==> config.mk <==
export PLATFORM = sky130hd
export DESIGN_NAME = wb_port_arbiter_flat
export DESIGN_NICKNAME = d
export VERILOG_FILES = /design/src/rtl/wb_port_arbiter_pkg.sv /design/src/rtl/wb_port_arbiter_if.sv /design/src/rtl/wb_port_arbiter.sv /design/src/flat_wrapper.sv
export SDC_FILE = /design/constraint.sdc
export NUM_CORES = 1
export LEC_CHECK = 0
export CAP_MARGIN = 5
export CORE_ASPECT_RATIO = 0.6
export CORE_MARGIN = 2
export CORE_UTILIZATION = 40
export CTS_BUF_LIST = sky130_fd_sc_hd__clkbuf_16
export DETAILED_ROUTE_END_ITERATION = 10
export HOLD_SLACK_MARGIN = 0.12
export PLACE_DENSITY = 0.78
export SYNTH_ARGS = -nofsm -noshare
export SYNTH_HDL_FRONTEND = slang
export SYNTH_SLANG_ARGS = --single-unit
==> constraint.sdc <==
create_clock -name clk -period 1.3 [get_ports clk]
set_input_delay 0.195 -clock clk [delete_from_list [all_inputs] [get_ports clk]]
set_output_delay 0.195 -clock clk [all_outputs]
set_load 0.02 [all_outputs]
==> src/rtl/wb_port_arbiter_pkg.sv <==
`default_nettype none
// ============================================================================
// wb_port_arbiter_pkg : shared widths, FSM encoding and RF write-port record
// Revision : 1.0
// ============================================================================
package wb_port_arbiter_pkg;

   localparam int WORD_LEN          = 32;
   localparam int REG_FILE_ADDR_LEN = 5;

   typedef enum logic [0:0] {
      WB_ARB_IDLE = 1'b0,
      WB_ARB_PEND = 1'b1
   } wb_arb_state_t;

   typedef struct packed {
      logic                         we;
      logic [REG_FILE_ADDR_LEN-1:0] addr;
      logic [WORD_LEN-1:0]          data;
   } rf_write_t;

   localparam rf_write_t RF_WRITE_NONE = '{we: 1'b0, addr: '0, data: '0};

   function automatic rf_write_t rf_write(input logic [REG_FILE_ADDR_LEN-1:0] addr,
                                          input logic [WORD_LEN-1:0]          data);
      rf_write_t w;
      w.we   = 1'b1;
      w.addr = addr;
      w.data = data;
      return w;
   endfunction

endpackage

`default_nettype wire

==> src/rtl/wb_port_arbiter_if.sv <==
`default_nettype none
// ============================================================================
// wb_port_arbiter_if : MEM/WB writeback requests in, register-file port out
// Revision : 1.0
// ============================================================================
interface wb_port_arbiter_if;
   import wb_port_arbiter_pkg::*;

   logic                         wb_en_i;
   logic                         mem_r_en_i;
   logic [REG_FILE_ADDR_LEN-1:0] dest_i;
   logic [WORD_LEN-1:0]          alu_res_i;
   logic [WORD_LEN-1:0]          mem_read_val_i;
   logic                         add_base_i;
   logic [REG_FILE_ADDR_LEN-1:0] base_addr_i;
   logic [WORD_LEN-1:0]          val1_i;

   logic                         rf_we_o;
   logic [REG_FILE_ADDR_LEN-1:0] rf_addr_o;
   logic [WORD_LEN-1:0]          rf_data_o;
   logic                         stall_o;

   // master drives the MEM/WB side, slave is the arbiter
   modport master (
      output wb_en_i, mem_r_en_i, dest_i, alu_res_i, mem_read_val_i,
             add_base_i, base_addr_i, val1_i,
      input  rf_we_o, rf_addr_o, rf_data_o, stall_o
   );

   modport slave (
      input  wb_en_i, mem_r_en_i, dest_i, alu_res_i, mem_read_val_i,
             add_base_i, base_addr_i, val1_i,
      output rf_we_o, rf_addr_o, rf_data_o, stall_o
   );

endinterface

`default_nettype wire

==> src/rtl/wb_port_arbiter.sv <==
`default_nettype none
// ============================================================================
// wb_port_arbiter : serialises primary and base-update writes onto one RF port
// Optional: define WB_STALL_COUNT_EN to add the saturating stall_cnt_o counter
// Revision : 1.0
// ============================================================================
module wb_port_arbiter
   import wb_port_arbiter_pkg::*;
(
   input  logic              clk,
   input  logic              rst,
   wb_port_arbiter_if.slave  wb
`ifdef WB_STALL_COUNT_EN
   ,
   output logic [31:0]       stall_cnt_o
`endif
);

   wb_arb_state_t                state;
   logic [REG_FILE_ADDR_LEN-1:0] pend_addr;
   logic [WORD_LEN-1:0]          pend_data;

   logic [WORD_LEN-1:0]          prim_data;
   logic                         dual_req;
   rf_write_t                    port;
   logic                         stall;

   assign prim_data = wb.mem_r_en_i ? wb.mem_read_val_i : wb.alu_res_i;

   // Same target for both writes collapses to the primary write alone
   assign dual_req  = wb.wb_en_i & wb.add_base_i & (wb.dest_i != wb.base_addr_i);

   always_ff @(posedge clk) begin
      if (rst) begin
         state     <= WB_ARB_IDLE;
         pend_addr <= '0;
         pend_data <= '0;
      end else if (state == WB_ARB_PEND) begin
         state <= WB_ARB_IDLE;
      end else if (dual_req) begin
         state     <= WB_ARB_PEND;
         pend_addr <= wb.base_addr_i;
         pend_data <= wb.val1_i;
      end
   end

   // PEND ignores the frozen MEM/WB inputs so the instruction cannot re-trigger
   always_comb begin
      port  = RF_WRITE_NONE;
      stall = 1'b0;
      if (!rst) begin
         if (state == WB_ARB_PEND) begin
            port = rf_write(pend_addr, pend_data);
         end else if (wb.wb_en_i) begin
            port  = rf_write(wb.dest_i, prim_data);
            stall = dual_req;
         end else if (wb.add_base_i) begin
            port = rf_write(wb.base_addr_i, wb.val1_i);
         end
      end
   end

   assign wb.rf_we_o   = port.we;
   assign wb.rf_addr_o = port.addr;
   assign wb.rf_data_o = port.data;
   assign wb.stall_o   = stall;

`ifdef WB_STALL_COUNT_EN
   logic [31:0] stall_cnt;

   always_ff @(posedge clk) begin
      if (rst) begin
         stall_cnt <= '0;
      end else if (stall && (stall_cnt != 32'hFFFF_FFFF)) begin
         stall_cnt <= stall_cnt + 32'd1;
      end
   end

   assign stall_cnt_o = stall_cnt;
`endif

endmodule

`default_nettype wire

==> src/flat_wrapper.sv <==
// flat-port wrapper written by rule: the top's interface ports become plain ports
module wb_port_arbiter_flat import wb_port_arbiter_pkg::*;
  (clk, rst, wb_wb_en_i, wb_mem_r_en_i, wb_dest_i, wb_alu_res_i, wb_mem_read_val_i, wb_add_base_i, wb_base_addr_i, wb_val1_i, wb_rf_we_o, wb_rf_addr_o, wb_rf_data_o, wb_stall_o);
  wb_port_arbiter_if wb_i ();
  input  logic clk;
  input  logic rst;
  input wire logic [$bits(wb_i.wb_en_i)-1:0] wb_wb_en_i;
  input wire logic [$bits(wb_i.mem_r_en_i)-1:0] wb_mem_r_en_i;
  input wire logic [$bits(wb_i.dest_i)-1:0] wb_dest_i;
  input wire logic [$bits(wb_i.alu_res_i)-1:0] wb_alu_res_i;
  input wire logic [$bits(wb_i.mem_read_val_i)-1:0] wb_mem_read_val_i;
  input wire logic [$bits(wb_i.add_base_i)-1:0] wb_add_base_i;
  input wire logic [$bits(wb_i.base_addr_i)-1:0] wb_base_addr_i;
  input wire logic [$bits(wb_i.val1_i)-1:0] wb_val1_i;
  output wire logic [$bits(wb_i.rf_we_o)-1:0] wb_rf_we_o;
  output wire logic [$bits(wb_i.rf_addr_o)-1:0] wb_rf_addr_o;
  output wire logic [$bits(wb_i.rf_data_o)-1:0] wb_rf_data_o;
  output wire logic [$bits(wb_i.stall_o)-1:0] wb_stall_o;
  assign wb_i.wb_en_i = wb_wb_en_i;
  assign wb_i.mem_r_en_i = wb_mem_r_en_i;
  assign wb_i.dest_i = wb_dest_i;
  assign wb_i.alu_res_i = wb_alu_res_i;
  assign wb_i.mem_read_val_i = wb_mem_read_val_i;
  assign wb_i.add_base_i = wb_add_base_i;
  assign wb_i.base_addr_i = wb_base_addr_i;
  assign wb_i.val1_i = wb_val1_i;
  assign wb_rf_we_o = wb_i.rf_we_o;
  assign wb_rf_addr_o = wb_i.rf_addr_o;
  assign wb_rf_data_o = wb_i.rf_data_o;
  assign wb_stall_o = wb_i.stall_o;
  wb_port_arbiter u_core (.clk(clk), .rst(rst), .wb(wb_i));
endmodule
Yosys cells after proc, flatten, opt, wreduce, memory -nomap -nowiden
Index checks and enable logic that the tools add are counted.
Cells by class
  bitwise gates (word level): 3
  reductions and logical operators: 2
  equality and inequality tests: 1
  multiplexer cells: 9
Operators by type and width (count)
  $mux W38: 4
  $mux W32: 1
  $ne A5 B5 Y1: 1
  $mux W1: 4
  $and A1 B1 Y1: 2
  $reduce_and A2 Y1: 1
  $reduce_or A2 Y1: 1
  $not A1 Y1: 1
Storage, ports and cells
  word-level logic and storage cells: 18
  input port bits: 111
  flip-flop bits (word level): 38

Depth between registers and ports, before layout
Gate-level depths: netlist of run 1.
  depth in word-level cells: 5
  mapped depth: 7
  mapped depth without buffers: 4

Worst setup path after synthesis of run 1
Ideal clock, no wire load.
  path type: flip-flop to output port
  start: reg u_core.state
  end: out wb_stall_o
  cell stages (with the launch flop): 5
  buffers on the path: 2
  slack: -0.326 ns
  arrival time: 1.431 ns
  required time: 1.105 ns
  cell sequence: dfxtp_1 nand3b_1 buf_4 clkbuf_1 a211oi_1
On the way
  longest elaborated chain between the ends: 2
Ends and longest elaborated chain
  from (decl): line wb_port_arbiter.sv:19  | wb_arb_state_t state;
  from (signal assigned): line wb_port_arbiter.sv:35  | state <= WB_ARB_IDLE;
  from (signal assigned): line wb_port_arbiter.sv:39  | state <= WB_ARB_IDLE;
  from (signal assigned): line wb_port_arbiter.sv:41  | state <= WB_ARB_PEND;
  $mux W1: line wb_port_arbiter.sv:52  | if (state == WB_ARB_PEND) begin
  $mux W1: line wb_port_arbiter.sv:51  | if (!rst) begin
  to (decl): line flat_wrapper.sv:18  | output wire logic [$bits(wb_i.stall_o)-1:0] wb_stall_o;
Every way passes these cells.

Worst setup path after layout of run 1
  start: reg u_core.state
  end: out wb_rf_data_o[11]
On the way
  longest elaborated chain between the ends: 2
Ends and longest elaborated chain
  $mux W38: line wb_port_arbiter.sv:52
  $mux W38: line wb_port_arbiter.sv:51
  to (decl): line flat_wrapper.sv:17  | output wire logic [$bits(wb_i.rf_data_o)-1:0] wb_rf_data_o;
Every way passes these cells.

==> results of run 1 <==
## cell usage after synthesis, drive strengths merged (5+ instances only)
master,instances,area share (%)
nand2,44,4.4
mux2i,43,12
nor2,39,3.9
dfxtp,38,20
a32oi,37,8.7
nor3b,37,7.4
nor4b,37,8.7
clkbuf,33,3.3
nor2b,32,5.4
a222oi,30,8.0
mux2,30,9.0
buf,27,4.6
a21oi,10,1.3
nand3b,6,1.2
xor2,5,1.2
## sequential cells by signal (all words and copies together), names as in the netlist
signal / flops
u_core.pend_addr: 5
u_core.state: 1
u_core.pend_data: 32
## power groups by stage
stage,clock network (W),registers [W],logic (W)
after global routing,0.00146,0.00138,0.00281
after floorplan,0,0.00135,0.000992
after CTS,0.00137,0.00135,0.00237
after global placement,0,0.00137,0.00185
final,0.00145,0.00137,0.00274
after detailed placement,0,0.00137,0.00190
## repair_timing
item / 4_1_cts / 5_1_grt
cloned: 18 / 5
setup buffers: 15 / 17
resized for setup: 331 / 97
pin swaps: 95 / 61
endpoints found under the setup margin: 77 / 77
## metal layers
layer  global-route usage (%)  vias to the layer above  wire length, um
li1                         -                     2219                -
met4                     16.8                        0             1540
met2                     62.3                      509             9690
met1                     42.8                     2604             8080
met3                     8.56                      157             2700
met5                        0                        -                0
## area by class of cell
class	count	area (sq um)	area share (%)
Clock buffer	5	125	1.62
Sequential cell	38	764	9.90
Clock inverter	2	33.8	0.438
Timing Repair Buffer	279	3110	40.2
Tap cell	116	145	1.88
Multi-Input combinational cell	355	3540	45.9
Inverter	1	3.75	0.0486
## final timing paths
kind / slack (ns) / to / cells past startpoint / from
setup / recovery: -0.70 / wb_rf_data_o[11] / 7 / u_core.state$_SDFF_PP0_
hold reg to reg: 0.61 / u_core.pend_addr[2]$_SDFFE_PP0P_ / 2 / u_core.pend_addr[2]$_SDFFE_PP0P_
setup reg to reg: -0.37 / u_core.pend_data[28]$_SDFFE_PP0P_ / 7 / u_core.state$_SDFF_PP0_
hold / removal: 0.50 / u_core.state$_SDFF_PP0_ / 3 / rst
## per-stage QoR
stage               util (%)  setup slack, ns  instance area [sq um]  hold slack (ns)
floorplan                  -          -0.0640                   3940            0.478
global placement        65.5           -0.911                   5980            0.500
detailed placement      65.5           -0.983                   5980            0.526
CTS                     79.1           -0.484                   7220            0.462
global route            84.7           -0.700                   7720            0.491
finish                  84.7           -0.696                   7720            0.496
## cell usage in the layout, fill, tap and decap left out, types with 7 or more instances in the layout
| cell type | synthesis | layout |
|---|---|---|
| clkdlybuf4s50_1 | 0 | 96 |
| buf_4 | 7 | 75 |
| buf_6 | 3 | 51 |
| nand2_1 | 44 | 44 |
| mux2i_1 | 43 | 41 |
| nor2_2 | 0 | 38 |
| dfxtp_1 | 38 | 37 |
| nor4b_1 | 37 | 32 |
| nor3b_4 | 0 | 31 |
| a222oi_1 | 30 | 30 |
| nor2b_1 | 32 | 29 |
| buf_12 | 0 | 25 |
| a32oi_2 | 0 | 23 |
| mux2_1 | 20 | 20 |
| a32oi_1 | 37 | 14 |
| clkbuf_16 | 0 | 9 |
| dlygate4sd2_1 | 0 | 9 |
| mux2_2 | 10 | 8 |
| a21oi_2 | 0 | 7 |
| buf_16 | 0 | 7 |
## logic make-up after synthesis
family,Yosys count
and+or+nand+nor,198
DFF,38
buffers and inverters,61
AOI/OAI and AO/OA,79
muxes,73
xor gates and xnor gates,5
## tightest hold or removal path, delay by kind of cell
kind | cells | cell delay [ns]
buffers and inverters | 2 | 0.47
AOI/OAI and AO/OA | 1 | 0.07
==> flow_summary.ini, run 1 <==
[status]
status = finished, violations left
failed_checks = setup timing

[cts]
root_buffer = clkbuf_16
clockBufferDepth = 2
insertion_delay_ns = 0.30
cts_hold_buf = 0
clock_sinks = 38
cts_tree = built
clkSlewWorstSetupHoldPaths_ns = 0.06
cts_inserted_buffers = 5
cts_max_level = 2

[route]
ant_nets = 0
viasPerCell = 6.90
wirelength_mm = 22.0
drtIter0Drc = 738
post-route-drc-count = 0
num_vias = 5489
wire_per_inst_um = 27.7
drtPass1Iterations = 6

[pwr]
finalPower_w = 0.00556
power_density_nw_per_um2 = 720
p_clk_share_pct = 26.0
swShare_pct = 35.6
comb_power_share_pct = 49.3
intPower_w = 0.00358
power_leakage_nw = 3.09
switchingPower_w = 0.00198
ir_drop_uv = 531
power_frac_seq_pct = 24.7

[floorplanning]
fp.dieW_um = 129
coreArea_sq_um = 9120
die-area_sq_um = 10200
rows = 27
start_util_pct = 41.0
ios = 150
die_height_um = 78.9

[synthesis]
synth-simple-area-share_pct = 31.5
synthFlopType = dfxtp_1
yosysUniqueCellTypes = 23
yosys_warnings = 0
avgSynthCellArea_sq_um = 8.24
synth_top_family_by_area = simple AND/OR/NAND/NOR gates
ys_ff_latch = 38
synth-edff-count = 0
synth-xor-area-share_pct = 1.17
yosysSeqAreaShare_pct = 20.3
ys_async_sr_fraction_pct = 0
netlist_instances = 454
synthAdderAreaFrac_pct = 0
syn_area_sq_um = 3740
synthesis.nets = 565
synth-compound-area-share_pct = 18.4
muxShareOfSynthArea_pct = 20.5

[sta]
timing.final.ws_setup_ns = -0.696
period_share_pct = 154
setup_viol_count_final = 77
fin_tns_setup_ns = -30.92
worst_pin_slew_ns = 0.929
period_needed_ns = 2.00
rsz0062_at_grt = yes
max_freq_mhz = 501
clock_skew_ns = 0.00616
maxSlewViolCount = 0
relSlewSlack_pct = 38.0
final_hold_viol_count = 0

[final_layout]
drive_gt1_share_pct = 46.9
layout.nets = 791
syn2layout_area_growth_pct = 106
num_antenna_cells = 0
finalNonFillerCells = 796
fillCellCount = 427

[place]
portBuffers = 149
gp_congestion = 0.831
dp_hpwl_mm = 9.53
placed_cells = 744

[worst_setup_path]
arrival_ns = 1.80
cp.required_ns = 1.11
crit_path_end_kind = primary output
cp_num_buf_inv = 4
max_stage_delay_ns = 0.41
critPathMaxFanout = 5
crit_path_top_delay_cell = dfxtp_4
worstPathCellList = buf_6 > buf_12 > buf_12 > nor2b_1 > a222oi_1 > nor2_2 > buf_2
path_class = flop to primary output
cp_top_family = buffers and inverters
worst_path_most_repeated_cell = buf_12
cp-start-kind = flop

[global_routing]
groute.usage.overall_pct = 36.2
antenna_found_initial = 0
grt.overflow.total = 0
grt_pass1_vias = 5370
grt_max_degree = 38
grt_pass1_wl_mm = 28.5

[worst_hold_path]
hp-class = input pin to flop

[job]
maxCapViolations = 0
Power figures use the tool's default switching activity.
==> run 2: changes to the inputs <==
CAP_MARGIN = default   (was 5)
==> results of run 2 <==
Same layout as run 1: the final DEF is identical, and so are final timing and power.
